## src/rtl/biriscv_v_alu_ctrl.sv

```systemverilog
// ============================================================================
// Module   : biriscv_v_alu_ctrl
// Brief    : Issue, stall and writeback controller for the vector ALU datapath,
//            with a per-register write scoreboard. Optional same-cycle
//            scoreboard bypass is enabled by defining V_ALU_SB_BYPASS_EN.
// Revision : 1.0 - initial release
// ============================================================================
`default_nettype none

module biriscv_v_alu_ctrl #(
    parameter int ALU_LATENCY = 2,   // 1..4
    parameter int NUM_VREGS   = 32   // 1..32
) (
    input  logic                 clk_i,
    input  logic                 rst_ni,
    input  logic                 issue_valid_i,
    input  logic [31:0]          issue_opcode_i,
    input  logic [4:0]           issue_vd_idx_i,
    input  logic [4:0]           issue_va_idx_i,
    input  logic [4:0]           issue_vb_idx_i,
    input  logic                 issue_uses_vb_i,
    input  logic                 issue_masked_i,
    output logic                 issue_ready_o,
    input  logic                 flush_i,
    output logic                 alu_valid_o,
    output logic [31:0]          alu_opcode_o,
    output logic                 hold_o,
    output logic                 wb_valid_o,
    output logic [4:0]           wb_vd_idx_o,
    input  logic                 wb_ready_i,
    output logic [NUM_VREGS-1:0] sb_busy_o
);

    typedef enum logic [1:0] {
        ST_IDLE  = 2'd0,
        ST_RUN   = 2'd1,
        ST_STALL = 2'd2
    } state_t;

    localparam int c_LAST = ALU_LATENCY;

    state_t                 r_state;
    state_t                 w_state_nxt;
    logic [c_LAST:0]        r_vld;
    logic [4:0]             r_vd [0:c_LAST];
    logic [31:0]            r_opcode;
    logic [NUM_VREGS-1:0]   r_sb;

    logic                   w_stall;
    logic                   w_wb_hs;
    logic                   w_hazard;
    logic                   w_ready;
    logic                   w_accept;
    logic                   w_pipe_busy;
    logic [NUM_VREGS-1:0]   w_clr_mask;
    logic [NUM_VREGS-1:0]   w_set_mask;
    logic [NUM_VREGS-1:0]   w_sb_chk;

    assign w_stall     = r_vld[c_LAST] && !wb_ready_i;
    assign w_wb_hs     = r_vld[c_LAST] && wb_ready_i;
    assign w_pipe_busy = |r_vld[c_LAST-1:0];

    always_comb begin
        w_clr_mask = '0;
        for (int n = 0; n < NUM_VREGS; n++) begin
            w_clr_mask[n] = w_wb_hs && (r_vd[c_LAST] == 5'(n));
        end
    end

`ifdef V_ALU_SB_BYPASS_EN
    // A register retiring this cycle is already safe to read or rewrite.
    assign w_sb_chk = r_sb & ~w_clr_mask;
`else
    assign w_sb_chk = r_sb;
`endif

    always_comb begin
        w_hazard = 1'b0;
        for (int n = 0; n < NUM_VREGS; n++) begin
            if (w_sb_chk[n]) begin
                if (issue_va_idx_i == 5'(n))                     w_hazard = 1'b1;
                if (issue_uses_vb_i && issue_vb_idx_i == 5'(n))  w_hazard = 1'b1;
                if (issue_vd_idx_i == 5'(n))                     w_hazard = 1'b1;
                if (issue_masked_i && n == 0)                    w_hazard = 1'b1;
            end
        end
    end

    // Gating with rst_ni keeps the handshake closed while reset is asserted.
    assign w_ready  = rst_ni && !w_stall && !w_hazard && !flush_i;
    assign w_accept = issue_valid_i && w_ready;

    always_comb begin
        w_set_mask = '0;
        for (int n = 0; n < NUM_VREGS; n++) begin
            w_set_mask[n] = w_accept && (issue_vd_idx_i == 5'(n));
        end
    end

    always_ff @(posedge clk_i or negedge rst_ni) begin
        if (!rst_ni) begin
            r_vld    <= '0;
            r_opcode <= '0;
            for (int i = 0; i <= c_LAST; i++) begin
                r_vd[i] <= '0;
            end
        end else if (flush_i) begin
            r_vld <= '0;
        end else if (!w_stall) begin
            r_vld   <= {r_vld[c_LAST-1:0], w_accept};
            r_vd[0] <= issue_vd_idx_i;
            for (int i = 1; i <= c_LAST; i++) begin
                r_vd[i] <= r_vd[i-1];
            end
            if (w_accept) begin
                r_opcode <= issue_opcode_i;
            end
        end
    end

    // Set is applied after clear so a same-index accept keeps the bit busy.
    always_ff @(posedge clk_i or negedge rst_ni) begin
        if (!rst_ni) begin
            r_sb <= '0;
        end else if (flush_i) begin
            r_sb <= '0;
        end else begin
            r_sb <= (r_sb & ~w_clr_mask) | w_set_mask;
        end
    end

    always_ff @(posedge clk_i or negedge rst_ni) begin
        if (!rst_ni) begin
            r_state <= ST_IDLE;
        end else begin
            r_state <= w_state_nxt;
        end
    end

    always_comb begin
        w_state_nxt = r_state;
        case (r_state)
            ST_IDLE: begin
                if (w_accept) w_state_nxt = ST_RUN;
            end
            ST_RUN: begin
                if (w_stall)                          w_state_nxt = ST_STALL;
                else if (!w_accept && !w_pipe_busy)   w_state_nxt = ST_IDLE;
            end
            ST_STALL: begin
                if (wb_ready_i) w_state_nxt = ST_RUN;
            end
            default: w_state_nxt = ST_IDLE;
        endcase
        if (flush_i) w_state_nxt = ST_IDLE;
    end

    assign issue_ready_o = w_ready;
    assign alu_valid_o   = r_vld[0];
    assign alu_opcode_o  = r_opcode;
    assign hold_o        = w_stall;
    assign wb_valid_o    = r_vld[c_LAST];
    assign wb_vd_idx_o   = r_vd[c_LAST];
    assign sb_busy_o     = r_sb;

endmodule

`default_nettype wire

```

## config.mk

```make
export PLATFORM = sky130hd
export DESIGN_NAME = biriscv_v_alu_ctrl
export DESIGN_NICKNAME = d
export VERILOG_FILES = /design/src/rtl/biriscv_v_alu_ctrl.sv
export SDC_FILE = /design/constraint.sdc
export NUM_CORES = 1
export LEC_CHECK = 0
export CAP_MARGIN = 0
export CORE_ASPECT_RATIO = 0.7
export CORE_MARGIN = 1
export CORE_UTILIZATION = 50
export DETAILED_ROUTE_END_ITERATION = 12
export PLACE_DENSITY = 0.89
export RECOVER_POWER = 100
export SLEW_MARGIN = 20
export SYNTH_ARGS = -nofsm -noshare
export SYNTH_HDL_FRONTEND = slang
export SYNTH_SLANG_ARGS = --single-unit
export TNS_END_PERCENT = 100
```

## constraint.sdc

```tcl
create_clock -name clk_i -period 3 [get_ports clk_i]
set_input_delay 0.3 -clock clk_i [delete_from_list [all_inputs] [get_ports clk_i]]
set_output_delay 0.3 -clock clk_i [all_outputs]
set_load 0.02 [all_outputs]
```

# Word level (Yosys, flattened, before mapping)
# Index checks and enable logic that the tools add are counted.
[totals]
register_bits = 82
elab_cells = 380
[op_classes]
eq_ne = 125
mux = 132
bitwise_logic = 5
reduce_logical = 112
[ops]
columns = ["cell", "count"]
rows = [
  ["5-bit == test, second input constant", 64],
  ["5-bit by 4-bit == test with 1-bit output, second input constant", 32],
  ["1-bit two-way mux", 129],
  ["1-bit logical AND", 102],
  ["5-bit by 3-bit == test with 1-bit output, second input constant", 16],
  ["5-bit by 2-bit == test with 1-bit output, second input constant", 8],
  ["32-bit AND", 1],
  ["32-bit two-way mux", 1],
  ["32-bit NOT", 1],
  ["32-bit OR", 1],
  ["5-bit by 1-bit == test with 1-bit output, second input constant", 4],
  ["5-bit zero test", 4],
  ["3-bit two-way mux", 2],
  ["1-bit zero test", 4],
  ["3-bit AND reduction", 1],
  ["2-bit inequality test, second input constant", 1],
  ["1-bit NOT", 2],
  ["2-bit AND reduction", 1],
]

# Longest topological paths before layout
[depth]
ltp_word = 137
ltp_mapped = 12

# Worst setup path after synthesis
# OpenSTA, ideal clock, no wires.
[synth_path]
path_type = "register to register"
from = "reg r_vld[2]"
to = "reg r_opcode[0] (netlist: alu_opcode_o[0])"
setup_ns = 0.125
arrival_ns = 2.514
setup_slack_ns = 0.361
path_stages_with_launch = 11
synth_period_minus_slack_ns = 2.639
path_cell_list = "dfrtp_1 -> nor2b_1 -> buf_2 -> nor2_8 -> nand4_1 -> or4_1 -> nor4_1 -> nand3_2 -> buf_6 -> buf_6 -> mux2_4"
[synth_via]
elab_chain_len = 7
word_cells_on_any_way = 8
[synth_lines]
columns = ["item", "line", "source"]
rows = [
  ["start, declared", "44", "logic [c_LAST:0] r_vld;"],
  ["start signal, assigned", "110", "r_vld <= {r_vld[c_LAST-1:0], w_accept};"],
  ["1-bit logical AND (*)", "59", "assign w_stall = r_vld[c_LAST] && !wb_ready_i;"],
  ["net hold_o", "27", "output logic hold_o,"],
  ["1-bit zero test", "n/a", ""],
  ["1-bit logical AND (3 in series)", "90", "assign w_ready = rst_ni && !w_stall && !w_hazard && !flush_i;"],
  ["1-bit logical AND", "91", "assign w_accept = issue_valid_i && w_ready;"],
  ["3-bit AND reduction (no source line) (*)", "n/a", ""],
  ["end signal, assigned", "116", "r_opcode <= issue_opcode_i;"],
  ["end, declared", "46", "logic [31:0] r_opcode;"],
]
# Mark *: on every way through the listed nets, which the timed path passes. The rest lies on a longest branch.
# A chain may end at the register's enable or synchronous reset.

# Worst setup path in the final report
[layout_path]
from = "in issue_va_idx_i[0]"
to = "reg r_sb[24] (netlist: sb_busy_o[24])"
[layout_via]
elab_chain_len = 137
word_cells_on_any_way = 168
[layout_lines]
columns = ["item", "line", "source"]
rows = [
  ["start, declared", "19", "input logic [4:0] issue_va_idx_i,"],
  ["5-bit zero test", "81", "if (issue_va_idx_i == 5'(n)) w_hazard = 1'b1;"],
  ["1-bit two-way mux", "81", ""],
  ["1-bit two-way mux", "82", "if (issue_uses_vb_i && issue_vb_idx_i == 5'(n)) w_hazard = 1'b1;"],
  ["1-bit two-way mux", "83", "if (issue_vd_idx_i == 5'(n)) w_hazard = 1'b1;"],
  ["1-bit two-way mux", "84", "if (issue_masked_i && n == 0) w_hazard = 1'b1;"],
  ["1-bit two-way mux", "80", "if (w_sb_chk[n]) begin"],
  ["1-bit two-way mux", "81", ""],
  ["1-bit two-way mux", "82", ""],
  ["[120 not listed]", "n/a", ""],
  ["1-bit two-way mux", "83", ""],
  ["1-bit two-way mux (*)", "80", ""],
  ["1-bit zero test (*)", "90", ""],
  ["1-bit logical AND (*) (2 in series)", "90", ""],
  ["1-bit logical AND (*)", "91", ""],
  ["1-bit logical AND (*)", "96", "w_set_mask[n] = w_accept && (issue_vd_idx_i == 5'(n));"],
  ["32-bit OR (*)", "128", "r_sb <= (r_sb & ~w_clr_mask) | w_set_mask;"],
  ["32-bit two-way mux (*)", "125", "end else if (flush_i) begin"],
  ["end signal, assigned", "128", ""],
  ["end, declared", "47", "logic [NUM_VREGS-1:0] r_sb;"],
]
# Every way passes the cells marked *; elsewhere a longest branch is shown, timed or not.

==> impl_metrics.json <==
{
  "cap_violations": 1,
  "slew_violations": 83,
  "tritoncts": "yes",
  "synth_async_sr_flop_share_pct": 100.0,
  "worst_path_required_ns": 3.17,
  "yosysWarnings": 0,
  "wl_um": 18750,
  "core.rowCount": 30,
  "synth-seq-area-share_pct": 40.99,
  "postRouteAntennaNets": 0,
  "report.final.hold_viol_count": 0,
  "post_synth_num_cell_types": 64,
  "pre_cts_slack_ns": -0.4264,
  "num_vias": 5106,
  "rsz_0062_raised_after_global_routing": "no",
  "total_leakage_power_nw": 3.028,
  "place.detailed.hpwl_um": 14220,
  "mappedNetlistArea_um2": 5006,
  "failed_checks": "capacitance limit, slew limit",
  "number_of_enable_flip_flop_cells_after_synthesis": 0,
  "post_layout_nonfiller_instances": 793,
  "gp_congestion": 1.007,
  "crit_path_top_delay_cell": "o41ai_1",
  "clock_sink_count": 82,
  "worst-setup-path-type": "input pin to flop",
  "setup_viol": 0,
  "finClkSkew_ns": 0.007892,
  "antenna-diode-count": 0,
  "cts_bufs_inserted": 9,
  "synth_flop_cell": "dfrtp_1",
  "aggregate_negative_setup_slack_ns": 0,
  "crit_buf_inv": 6,
  "vdd_ir_drop_max_v": 0.0004131,
  "cts_max_level": 3,
  "setup.worst_path.start_class": "input pin",
  "antenna_found_initial": 0,
  "post_route_core_utilization_pct": 73.42,
  "max-clock-path-buffers": 2,
  "power_mw": 3.234,
  "critPathCaptureType": "flop",
  "die_height_um": 85.72,
  "place.detailed.instances": 771,
  "first_iter_violations": 663,
  "area_of_all_placed_cells_without_fillers_um2": 7138,
  "design.die.area_um2": 10420,
  "crit_chain": "clkdlybuf4s50_1 > buf_4 > clkbuf_1 > nand2_1 > buf_4 > o22ai_1 > a211oi_2 > nand4_1 > nor4_2 > buf_4 > nand3_4 > buf_12 > o41ai_1",
  "grt_start_max_net_pins": 83,
  "cts-root-buf": "clkbuf_16",
  "dpl-instance-area_um2": 6923,
  "synthesized_flop_and_latch_total": 82,
  "layout.filler_cells": 708,
  "final_nets": 714,
  "grt_first_pass_wirelength_um": 28390,
  "drive_gt1_share_pct": 26.77,
  "postSynthCellCount": 465,
  "cts.clk_slew.worst_paths_ns": 0.07,
  "headroom_to_the_max_slew_limit_pct": -32.89,
  "mean_post_synth_cell_area_um2": 10.77,
  "pwr_density_cell_nw_per_um2": 453.1,
  "critical_path.most_common_cell": "buf_4",
  "floorplan.die.width_um": 121.6,
  "hold_path_class": "flop to flop",
  "finalCriticalPeriod_ns": 2.881,
  "drc_errors": 0,
  "number_of_input_and_output_port_buffers_inserted": 126,
  "route.detailed.wl_per_inst_um": 23.64,
  "detail_route.first_pass.iterations": 5,
  "number_of_global_route_vias_before_repair": 4965,
  "gr-usage-all-layers_pct": 36.82,
  "status": "finished, violations left",
  "synth_nets": 519,
  "tightest_slew_ns": 1.993,
  "cp_data_arrival_time_ns": 3.05,
  "slowest_delay_ns": 0.50,
  "timing.final.crit_share_pct": 96.02,
  "core_um2": 9722,
  "pin_count": 127,
  "timing.final.ws_setup_ns": 0.1195,
  "clk-insertion-delay-late_ns": 0.34,
  "worst_hold_slack_ns": 0.4956,
  "clock.fmax_ghz": 0.3472,
  "areaGrowthSynthToFinish_pct": 42.59,
  "biggest_fanout_along_the_worst_timing_path": 33,
  "start_util_pct": 51.49,
  "post_drt_via_cell_ratio": 6.439,
  "cp_top_family": "buffers and inverters",
  "grt_overflow_total": 0
}
[worst register-to-register path: stages (launching register included)]
cell and delay (ns):
dfrtp_1 0.51, and3b_1 0.25, a31oi_1 0.15, o32ai_1 0.13, a311o_1 0.32, nor4_2 0.25, buf_4 0.16, nand3_4 0.12
buf_12 0.23, o41ai_1 0.51
[report_power, final]
group	internal, mW	switching [mW]	total (mW)
registers	1.23	0.0884	1.32
clock network	0.595	0.487	1.08
logic	0.394	0.438	0.832
[registers in the layout, summed over array words and instances, names as in the netlist]
register      flops
alu_opcode_o     32
r_vd             10
r_vld             3
sb_busy_o        32
wb_vd_idx_o       5
[logic make-up after synthesis]
kind of cell	share of synthesized area [%]
AO/OA/AOI/OAI	19.20
buffers and inverters	6.773
flip-flops	40.99
multiplexers	13.92
AND/OR/NAND/NOR	19.12
[final timing paths]
check | cells after the start | endpoint | slack [ns] | start
worst max register to register | 9 | sb_busy_o[24]$_DFF_PN0_ | 0.20 | sb_busy_o[26]$_DFF_PN0_
max in group asynchronous | 2 | alu_opcode_o[20]$_DFFE_PN0P_ | 0.96 | rst_ni
worst min register to register | 1 | alu_opcode_o[9]$_DFFE_PN0P_ | 0.50 | alu_opcode_o[9]$_DFFE_PN0P_
min in group asynchronous | 2 | sb_busy_o[19]$_DFF_PN0_ | 0.86 | rst_ni
worst max-delay path | 13 | sb_busy_o[24]$_DFF_PN0_ | 0.12 | issue_va_idx_i[0]
worst min-delay path | 1 | alu_opcode_o[9]$_DFFE_PN0P_ | 0.50 | alu_opcode_o[9]$_DFFE_PN0P_
[routing by layer]
metal  vias up  GRT usage (%)  part of all wire, %
met5         -              0                    0
met4         0          12.12                  2.8
met2       364          55.53                   43
met1      2522          50.73                   42
li1       2171              -                    -
met3        49          10.90                   12
[cell type report]
type / count / area (um^2) / share of cell area [%]
clock buffer: 10 / 239.0 / 3.348
sequential: 82 / 2052 / 28.75
tap: 128 / 160.2 / 2.244
clock inverter: 6 / 47.55 / 0.6661
inverter: 11 / 41.29 / 0.5784
multi-input combinational: 325 / 2514 / 35.21
timing repair buffer: 231 / 2085 / 29.20
[repair_timing]
action                                  CTS  global route
setup buffers                             0             6
endpoints found under the setup margin    1             1
hold buffers                              0             0
pin swaps                                 2             4
resized for setup                        10            15
[synth_stat cells (4+ instances only)]
library cell   n  area [um^2]
a211oi_1       4        30.03
a21oi_1        4        20.02
a22oi_1        4        30.03
and3_1         4        25.02
buf_2         16        80.08
buf_4         11        82.58
buf_6          8        90.09
clkbuf_1       9        33.78
dfrtp_1       82         2052
inv_1         11        41.29
mux2_2        33        371.6
mux2_4        17        255.2
mux2i_1        7        70.07
nand2_1       26        97.59
nand2b_1       8        50.05
nand3_1       10        50.05
nand3b_1      12        90.09
nand4_1       11        68.82
nand4b_1       8        70.07
nor2_1        17        63.81
nor2b_1       12        75.07
nor3_1         5        25.02
nor3b_1        4        30.03
o21ai_0       35        175.2
o22ai_1        8        50.05
o31ai_1        7        52.55
o32ai_1       18        157.7
o32ai_2       13        211.5
or3b_2         4        35.03
or4b_2         4        40.04
or4bb_1        5        56.30
[cell usage in the layout, fill, tap and decap left out, types with 4 or more instances in the layout]
cell and count:
a21oi_1 4, and3_1 4, buf_4 93, buf_6 4, clkbuf_1 4, clkbuf_16 9, clkdlybuf4s50_1 42, dfrtp_1 82
dlygate4sd3_1 72, dlymetal6s2s_1 7, inv_1 10, mux2_1 18, mux2_2 32, mux2i_1 7, nand2_1 26, nand2b_1 8
nand3_1 10, nand3b_1 12, nand4_1 11, nand4b_1 8, nor2_1 17, nor2b_1 12, nor3_1 5, nor3b_1 4
o21ai_0 35, o22ai_1 8, o31ai_1 7, o32ai_1 26, o32ai_2 5, or3b_2 4, or4bb_1 4
(Power assumes the default switching activity.)
